===== src/rtl/axi_tester_pkg.sv =====
// Shared definitions for the AXI4 memory tester: AXI encodings, test modes,
// FSM state encoding and the burst-size helper.
package axi_tester_pkg;

  localparam logic [1:0] AXI_BURST_INCR = 2'b01;
  localparam logic [1:0] AXI_RESP_OKAY  = 2'b00;

  localparam logic [1:0] MODE_WRITE  = 2'd0;
  localparam logic [1:0] MODE_READ   = 2'd1;
  localparam logic [1:0] MODE_VERIFY = 2'd2;

  typedef enum logic [2:0] {
    ST_IDLE, ST_WADDR, ST_WDATA, ST_WRESP, ST_RADDR, ST_RDATA, ST_DONE
  } state_t;

  function automatic int bytes_per_burst(input int burst_len, input int data_width);
    return burst_len * data_width / 8;
  endfunction

endpackage


===== src/rtl/axi_tester_pattern.sv =====
// Address-derived test pattern: every 32-bit lane i of the data word is
// beat_addr[31:0] ^ seed ^ i. Used both to generate write data and to
// produce the expected read data.
//   beat_addr  in   byte address of the beat
//   seed       in   run seed
//   pattern    out  DATA_W-bit expected word
module axi_tester_pattern #(
  parameter int ADDR_W = 32,
  parameter int DATA_W = 64
) (
  input  logic [ADDR_W-1:0] beat_addr,
  input  logic [31:0]       seed,
  output logic [DATA_W-1:0] pattern
);
  localparam int LANES = DATA_W / 32;

  for (genvar i = 0; i < LANES; i++) begin : g_lane
    assign pattern[i*32 +: 32] = beat_addr[31:0] ^ seed ^ 32'(i);
  end

endmodule


===== src/rtl/axi_mem_tester.sv =====
// AXI4 master traffic generator / memory checker. Sweeps
// [C_START_ADDR, C_END_ADDR) with INCR bursts in write-only, read-only or
// write-then-verify mode, checks read data against the address pattern and
// counts errors. One transaction outstanding at a time.
//   clk, reset_n     clock, async active-low reset
//   start/stop/mode/seed  control (mode, seed sampled at start)
//   busy, done, err_count, pass_count, first_err_addr  status
//   M_axi_*          AXI4 master port
module axi_mem_tester
  import axi_tester_pkg::*;
#(
  parameter int C_S_AXI_ID_WIDTH   = 3,
  parameter int C_S_AXI_ADDR_WIDTH = 32,
  parameter int C_S_AXI_DATA_WIDTH = 64,
  parameter int C_S_AXI_BURST_LEN  = 8,
  parameter logic [C_S_AXI_ADDR_WIDTH-1:0] C_START_ADDR = 32'h0100_0000,
  parameter logic [C_S_AXI_ADDR_WIDTH-1:0] C_END_ADDR   = 32'h1000_0000,
  parameter int C_PASSES = 0
) (
  input  logic                            clk,
  input  logic                            reset_n,
  input  logic                            start,
  input  logic                            stop,
  input  logic [1:0]                      mode,
  input  logic [31:0]                     seed,
  output logic                            busy,
  output logic                            done,
  output logic [15:0]                     err_count,
  output logic [15:0]                     pass_count,
  output logic [C_S_AXI_ADDR_WIDTH-1:0]   first_err_addr,
  output logic [C_S_AXI_ID_WIDTH-1:0]     M_axi_awid,
  output logic [C_S_AXI_ADDR_WIDTH-1:0]   M_axi_awaddr,
  output logic [7:0]                      M_axi_awlen,
  output logic [2:0]                      M_axi_awsize,
  output logic [1:0]                      M_axi_awburst,
  output logic                            M_axi_awlock,
  output logic [3:0]                      M_axi_awcache,
  output logic [2:0]                      M_axi_awprot,
  output logic [3:0]                      M_axi_awqos,
  output logic                            M_axi_awvalid,
  input  logic                            M_axi_awready,
  output logic [C_S_AXI_DATA_WIDTH-1:0]   M_axi_wdata,
  output logic [C_S_AXI_DATA_WIDTH/8-1:0] M_axi_wstrb,
  output logic                            M_axi_wlast,
  output logic                            M_axi_wvalid,
  input  logic                            M_axi_wready,
  input  logic [C_S_AXI_ID_WIDTH-1:0]     M_axi_bid,
  input  logic [1:0]                      M_axi_bresp,
  input  logic                            M_axi_bvalid,
  output logic                            M_axi_bready,
  output logic [C_S_AXI_ID_WIDTH-1:0]     M_axi_arid,
  output logic [C_S_AXI_ADDR_WIDTH-1:0]   M_axi_araddr,
  output logic [7:0]                      M_axi_arlen,
  output logic [2:0]                      M_axi_arsize,
  output logic [1:0]                      M_axi_arburst,
  output logic                            M_axi_arlock,
  output logic [3:0]                      M_axi_arcache,
  output logic [2:0]                      M_axi_arprot,
  output logic [3:0]                      M_axi_arqos,
  output logic                            M_axi_arvalid,
  input  logic                            M_axi_arready,
  input  logic [C_S_AXI_ID_WIDTH-1:0]     M_axi_rid,
  input  logic [C_S_AXI_DATA_WIDTH-1:0]   M_axi_rdata,
  input  logic [1:0]                      M_axi_rresp,
  input  logic                            M_axi_rlast,
  input  logic                            M_axi_rvalid,
  output logic                            M_axi_rready
);
  localparam int AW         = C_S_AXI_ADDR_WIDTH;
  localparam int DW         = C_S_AXI_DATA_WIDTH;
  localparam int BEAT_BYTES = DW / 8;
  localparam int STEP       = bytes_per_burst(C_S_AXI_BURST_LEN, DW);
  localparam int BW         = (C_S_AXI_BURST_LEN > 1) ? $clog2(C_S_AXI_BURST_LEN) : 1;
  localparam logic [BW-1:0] LAST_BEAT = BW'(C_S_AXI_BURST_LEN - 1);

  state_t          state;
  logic [AW-1:0]   addr;
  logic [BW-1:0]   beat;
  logic [1:0]      mode_q;
  logic [31:0]     seed_q;
  logic            stop_req;
  logic [AW-1:0]   beat_addr;
  logic [DW-1:0]   expected;
  logic [AW:0]     next_addr;
  logic [15:0]     pass_inc;
  logic [AW-1:0]   err_addr;
  logic phase_end, in_wr, rd_beat, burst_end, sweep_done, finish, next_read, err_hit;

  // IDs are fixed per direction, so responses need no ID matching.
  logic unused_ids;
  assign unused_ids = ^{M_axi_bid, M_axi_rid};

  assign M_axi_awid    = '0;
  assign M_axi_arid    = C_S_AXI_ID_WIDTH'(1);
  assign M_axi_awaddr  = addr;
  assign M_axi_araddr  = addr;
  assign M_axi_awlen   = 8'(C_S_AXI_BURST_LEN - 1);
  assign M_axi_arlen   = 8'(C_S_AXI_BURST_LEN - 1);
  assign M_axi_awsize  = 3'($clog2(BEAT_BYTES));
  assign M_axi_arsize  = 3'($clog2(BEAT_BYTES));
  assign M_axi_awburst = AXI_BURST_INCR;
  assign M_axi_arburst = AXI_BURST_INCR;
  assign M_axi_awlock  = 1'b0;
  assign M_axi_arlock  = 1'b0;
  assign M_axi_awcache = 4'b0011;
  assign M_axi_arcache = 4'b0011;
  assign M_axi_awprot  = '0;
  assign M_axi_arprot  = '0;
  assign M_axi_awqos   = '0;
  assign M_axi_arqos   = '0;
  assign M_axi_wstrb   = '1;

  // One pattern generator serves both directions; beat only advances on a
  // handshake, so wdata is stable while the slave stalls.
  assign beat_addr = addr + AW'(beat) * AW'(BEAT_BYTES);

  axi_tester_pattern #(.ADDR_W(AW), .DATA_W(DW)) u_pattern (
    .beat_addr (beat_addr),
    .seed      (seed_q),
    .pattern   (expected)
  );

  assign M_axi_wdata = expected;
  assign M_axi_wlast = M_axi_wvalid && (beat == LAST_BEAT);

  always_comb begin
    next_addr  = {1'b0, addr} + (AW+1)'(STEP);
    phase_end  = next_addr >= {1'b0, C_END_ADDR};
    in_wr      = (state == ST_WRESP);
    rd_beat    = (state == ST_RDATA) && M_axi_rvalid && M_axi_rready;
    burst_end  = (in_wr && M_axi_bvalid && M_axi_bready) || (rd_beat && M_axi_rlast);
    // A verify run only counts a pass at the end of its read phase.
    sweep_done = phase_end && !(in_wr && mode_q == MODE_VERIFY);
    pass_inc   = pass_count + 16'd1;
    finish     = stop_req || stop ||
                 (sweep_done && (C_PASSES != 0) && (pass_inc == 16'(C_PASSES)));
    case (mode_q)
      MODE_READ:   next_read = 1'b1;
      MODE_VERIFY: next_read = in_wr ? phase_end : !phase_end;
      default:     next_read = 1'b0;
    endcase
    err_hit  = (in_wr && M_axi_bvalid && M_axi_bready && M_axi_bresp != AXI_RESP_OKAY) ||
               (rd_beat && (M_axi_rdata != expected || M_axi_rresp != AXI_RESP_OKAY));
    err_addr = in_wr ? addr : beat_addr;
  end

  always_ff @(posedge clk or negedge reset_n) begin
    if (!reset_n) begin
      state          <= ST_IDLE;
      addr           <= C_START_ADDR;
      beat           <= '0;
      mode_q         <= MODE_WRITE;
      seed_q         <= '0;
      stop_req       <= 1'b0;
      busy           <= 1'b0;
      done           <= 1'b0;
      err_count      <= '0;
      pass_count     <= '0;
      first_err_addr <= '0;
      M_axi_awvalid  <= 1'b0;
      M_axi_wvalid   <= 1'b0;
      M_axi_bready   <= 1'b0;
      M_axi_arvalid  <= 1'b0;
      M_axi_rready   <= 1'b0;
    end else begin
      done <= 1'b0;
      // stop is remembered so a short pulse still ends the run at a burst boundary
      if (busy && stop) stop_req <= 1'b1;

      if (err_hit) begin
        if (err_count != 16'hFFFF) err_count <= err_count + 16'd1;
        if (err_count == '0)       first_err_addr <= err_addr;
      end

      case (state)
        ST_IDLE: if (start) begin
          busy           <= 1'b1;
          mode_q         <= mode;
          seed_q         <= seed;
          stop_req       <= stop;
          addr           <= C_START_ADDR;
          beat           <= '0;
          err_count      <= '0;
          pass_count     <= '0;
          first_err_addr <= '0;
          if (mode == MODE_READ) begin
            state <= ST_RADDR; M_axi_arvalid <= 1'b1;
          end else begin
            state <= ST_WADDR; M_axi_awvalid <= 1'b1;
          end
        end
        ST_WADDR: if (M_axi_awready) begin
          M_axi_awvalid <= 1'b0;
          M_axi_wvalid  <= 1'b1;
          state         <= ST_WDATA;
        end
        ST_WDATA: if (M_axi_wready) begin
          if (beat == LAST_BEAT) begin
            beat         <= '0;
            M_axi_wvalid <= 1'b0;
            M_axi_bready <= 1'b1;
            state        <= ST_WRESP;
          end else begin
            beat <= beat + BW'(1);
          end
        end
        ST_WRESP: if (M_axi_bvalid) M_axi_bready <= 1'b0;
        ST_RADDR: if (M_axi_arready) begin
          M_axi_arvalid <= 1'b0;
          M_axi_rready  <= 1'b1;
          state         <= ST_RDATA;
        end
        ST_RDATA: if (rd_beat) begin
          beat <= beat + BW'(1);
          if (M_axi_rlast) begin
            beat         <= '0;
            M_axi_rready <= 1'b0;
          end
        end
        ST_DONE: state <= ST_IDLE;
        default: state <= ST_IDLE;
      endcase

      // Burst boundary: advance/wrap the address and pick the next phase.
      if (burst_end) begin
        addr <= phase_end ? C_START_ADDR : next_addr[AW-1:0];
        if (sweep_done) pass_count <= pass_inc;
        if (finish) begin
          state <= ST_DONE;
          busy  <= 1'b0;
          done  <= 1'b1;
        end else if (next_read) begin
          state <= ST_RADDR; M_axi_arvalid <= 1'b1;
        end else begin
          state <= ST_WADDR; M_axi_awvalid <= 1'b1;
        end
      end
    end
  end

endmodule

===== config.mk =====
export PLATFORM = sky130hd
export DESIGN_NAME = axi_mem_tester
export DESIGN_NICKNAME = d
export VERILOG_FILES = /design/src/rtl/axi_tester_pkg.sv /design/src/rtl/axi_tester_pattern.sv /design/src/rtl/axi_mem_tester.sv
export SDC_FILE = /design/constraint.sdc
export NUM_CORES = 1
export LEC_CHECK = 0
export CORE_UTILIZATION = 39
export CTS_BUF_LIST = sky130_fd_sc_hd__clkbuf_4 sky130_fd_sc_hd__clkbuf_8 sky130_fd_sc_hd__clkbuf_16
export DETAILED_ROUTE_END_ITERATION = 12
export PLACE_DENSITY = 0.8
export SKIP_LAST_GASP = 1
export SLEW_MARGIN = 10
export SYNTH_ARGS = -nofsm -noshare
export SYNTH_HDL_FRONTEND = slang
export SYNTH_SLANG_ARGS = --single-unit

===== constraint.sdc =====
create_clock -name clk -period 2.98 [get_ports clk]
set_clock_uncertainty 0.15 [all_clocks]
set_input_delay 0.298 -clock clk [delete_from_list [all_inputs] [get_ports clk]]
set_output_delay 0.298 -clock clk [all_outputs]
set_load 0.1 [all_outputs]

==> impl_summary.log <==
INFO  metric outcome = finished with violations
INFO  metric failed_checks = setup timing
INFO  metric clock_insertion_delay_worst_skew = 420 ps
INFO  metric io_pins = 382
INFO  metric r2r_slack = -230 ps
INFO  metric fillCellCount = 1952
INFO  metric finalNetCount = 1420
INFO  metric pin_count_of_the_biggest_net_entering_global_routing = 65
INFO  metric avgRoutedWirePerCell = roughly 19 um
INFO  metric syn_area_per_cell = about 8.6 um^2
INFO  metric clock_sinks = 138
INFO  metric drv_slew = 0
INFO  metric final_layout_size_suffix_gt1_frac = 0.291
INFO  metric worst_max_slew_pin_slew = 719 ps
INFO  metric finalHoldWorstSlack = 259 ps
INFO  metric grt-ovfl-total = 0
INFO  metric worst_reg2reg_path_depth = 10
INFO  metric route.detailed.drc = 0
INFO  metric r2r-end = first_err_addr[14]
INFO  metric synth-main-ff-cell = sky130_fd_sc_hd__dfrtp_1
INFO  metric stdcell_area = around 12000 um^2
INFO  metric postSynthRegisterBits = 138
INFO  metric dr_total_vias = 8251
INFO  metric setup_slack = -232 ps
INFO  metric synth_enable_flop_cells = 0
INFO  metric cp-startpoint = M_axi_araddr[24]
INFO  metric final_cell_mix = sky130_fd_sc_hd__buf_4 (259), sky130_fd_sc_hd__nand2_1 (154), sky130_fd_sc_hd__dfrtp_1 (114)
INFO  metric cts_inserted_buffers = 17
INFO  metric effective_utilization_at_floorplan = 0.397
INFO  metric place.port_buffers = about 300
INFO  metric place_area = 11600 um^2
INFO  metric synth-warning-count = 0
INFO  metric finalWeightedCongestion = approximately 0.95
INFO  metric critical_path.max_fanout = 17
INFO  metric drt_first_pass_iters = 5
INFO  metric cp.required = 3160 ps
INFO  metric critical_path_arrival = 3390 ps
INFO  metric maxSlewHeadroom = 0.516
INFO  metric die_area = 22700 um^2
INFO  metric die_height = roughly 150 um
INFO  metric wire_length_of_the_first_global_routing_pass = 43.4 mm
INFO  metric grt_pass1_vias = 7677
INFO  metric final-setup-viol-count = 49
INFO  metric critical_path_launch_point_type = flop
INFO  metric drt_via_density = about 5.2
INFO  metric period_share = 1.08
INFO  metric maxCapViolCount = 0
INFO  metric die-width = between 150 and 200 um
INFO  metric grt_antenna_before_repair = 1
INFO  metric flow.area_growth_from_synthesis = 44.1%
INFO  metric min_period = 3210 ps
INFO  metric antennaDiodeCount = 0
INFO  metric h-tree-depth = 4
INFO  metric power_leakage = 5.88 nW
INFO  metric clock_tree.root_cell = sky130_fd_sc_hd__clkbuf_16
INFO  metric rsz0062_at_grt = true
INFO  metric dp_hpwl = about 23 mm
INFO  metric detail_route.wirelength = 29.9 mm
INFO  metric hold_path_class = in -> reg
INFO  metric timing_worst_setup_path_type = reg -> reg
INFO  metric synthCells = 1000
INFO  metric fmaxAchievable = 0.311 GHz
INFO  metric clock_tree_from_tritoncts = done
INFO  metric critPathCaptureType = flop
INFO  metric ys_async_sr_fraction = 1.00
INFO  metric placeableCoreArea = 21800 um^2
INFO  metric sequential_area_share_after_synthesis = 0.400
INFO  metric grt.total_usage = 0.255
INFO  metric core.rowCount = 54
INFO  metric clkSlewWorstSetupHoldPaths = ~60 ps
INFO  metric mostFrequentLayoutCell = sky130_fd_sc_hd__buf_4
INFO  metric synth_cell_types = 70
INFO  metric rr_startpoint = M_axi_araddr[24]
INFO  metric sequential_cell_area = between 3000 and 4000 um^2
INFO  metric hold_violations = 0
INFO  metric p_per_area = 1010 nW/um^2
INFO  metric multi_input_area = 4560 um^2
INFO  metric first_iter_violations = 503
INFO  metric cts_max_path_buffers = 2
INFO  metric antenna_left = 0
INFO  metric worstSetupEndpoint = first_err_addr[14]
INFO  metric mappedNetlistArea = 8630 um^2
INFO  metric max-vdd-ir-drop = 0.000923 V
-- registers in the layout (all words and copies together) (netlist names) --
register / flops
busy: 1
done: 1
M_axi_bready: 1
state: 3
first_err_addr: 32
M_axi_araddr: 26
seed_q: 32
mode_q: 2
pass_count: 16
M_axi_wvalid: 1
M_axi_rready: 1
beat: 3
stop_req: 1
M_axi_awvalid: 1
M_axi_arvalid: 1
err_count: 16
-- worst max-delay path, cell delays in order, from the launching register on --
cell and delay [ps]:
sky130_fd_sc_hd__dfstp_4 650, sky130_fd_sc_hd__xor2_4 270, sky130_fd_sc_hd__xnor2_4 180, sky130_fd_sc_hd__nand4_1 250
sky130_fd_sc_hd__or4_4 570, sky130_fd_sc_hd__nor4_4 230, sky130_fd_sc_hd__buf_4 200, sky130_fd_sc_hd__o21a_4 200
sky130_fd_sc_hd__buf_12 160, sky130_fd_sc_hd__o21ai_0 90, sky130_fd_sc_hd__a21oi_1 170
-- layout make-up --
cell class,instances,area share
Tap cell,280,0.0282
Clock inverter,13,0.0110
Sequential cell,138,0.283
Clock buffer,19,0.0364
Timing Repair Buffer,384,0.265
Inverter,32,0.00966
Multi-Input combinational cell,721,0.367
-- cell families after synthesis --
group,Yosys count,synth area share
simple gates,367,0.209
buf+inv,215,0.159
compound gates,190,0.136
flops,138,0.400
xor+xnor,66,0.0678
mux,14,0.0162
fa+ha+maj,8,0.0116
other cells,2,0.000870
-- where the power goes --
group / internal [mW] / switching, mW / total, mW
registers: 2.19 / 0.386 / 2.57
clock network: 1.22 / 0.871 / 2.09
logic: 1.79 / 6.09 / 7.88
total: 5.19 / 7.35 / 12.5
-- worst min path at each step --
stage               startpoint          endpoint  slack (ps)  cells after the start
floorplan              reset_n  M_axi_araddr[12]        -150                      0
global placement       reset_n        seed_q[26]         190                      1
detailed placement     reset_n        seed_q[26]         200                      1
CTS                   seed[20]        seed_q[20]         240                      3
global route          seed[19]        seed_q[19]         260                      3
finish                seed[20]        seed_q[20]         260                      3
-- Yosys cell counts (all sizes together), types with 4 or more instances --
library cell / count / area, um^2
or3: 6 / 37.5
buf: 150 / 1120
dfrtp: 137 / 3430
inv: 32 / 120
and2: 12 / 75.1
o211ai: 9 / 67.6
nor3: 14 / 80.1
a21oi: 43 / 223
mux2i: 14 / 140
and3: 20 / 125
or4: 11 / 82.6
a22o: 4 / 35.0
ha: 8 / 100
nor2: 30 / 113
nand4: 18 / 134
o21ai: 81 / 409
xor2: 31 / 279
xnor2: 35 / 307
o22ai: 6 / 37.5
nand2b: 4 / 25.0
o31ai: 16 / 120
nor4: 15 / 100
nand3: 65 / 325
clkbuf: 33 / 128
nand2: 156 / 586
a2111oi: 4 / 41.3
-- repair_timing --
| action | in CTS | in global routing |
|---|---|---|
| buffers inserted | 0 | 13 |
| pin swaps | 2 | 9 |
| endpoints found under the setup margin | 65 | 78 |
| resized for setup | 5 | 18 |
| hold endpoints to repair | 61 | 0 |
| hold buffers | 1 | 0 |
-- layer usage --
| metal | track usage | up-vias | share of wire |
|---|---|---|---|
| li1 | - | 3830 | - |
| met1 | 0.303 | 3984 | 0.38 |
| met2 | 0.452 | 384 | 0.51 |
| met3 | 0.0567 | 51 | 0.082 |
| met4 | 0.0815 | 2 | 0.025 |
| met5 | 0 | - | 0.00057 |
-- metrics by stage --
stage / instances / setup slack [ps] / power [mW] / TNS (ps) / utilization
after global placement: 1541 / -231 / 10.3 / -9420 / 0.534
after global routing: 1587 / -326 / 13.0 / -12690 / 0.572
after floorplan: 1074 / -495 / 8.76 / -19270 / -
after CTS: 1574 / -135 / 12.5 / -3670 / 0.562
after detailed placement: 1541 / -245 / 10.4 / -9600 / 0.534
final: 1587 / -232 / 12.5 / -8030 / 0.572
Note: power is estimated with default switching activity, not from simulation.
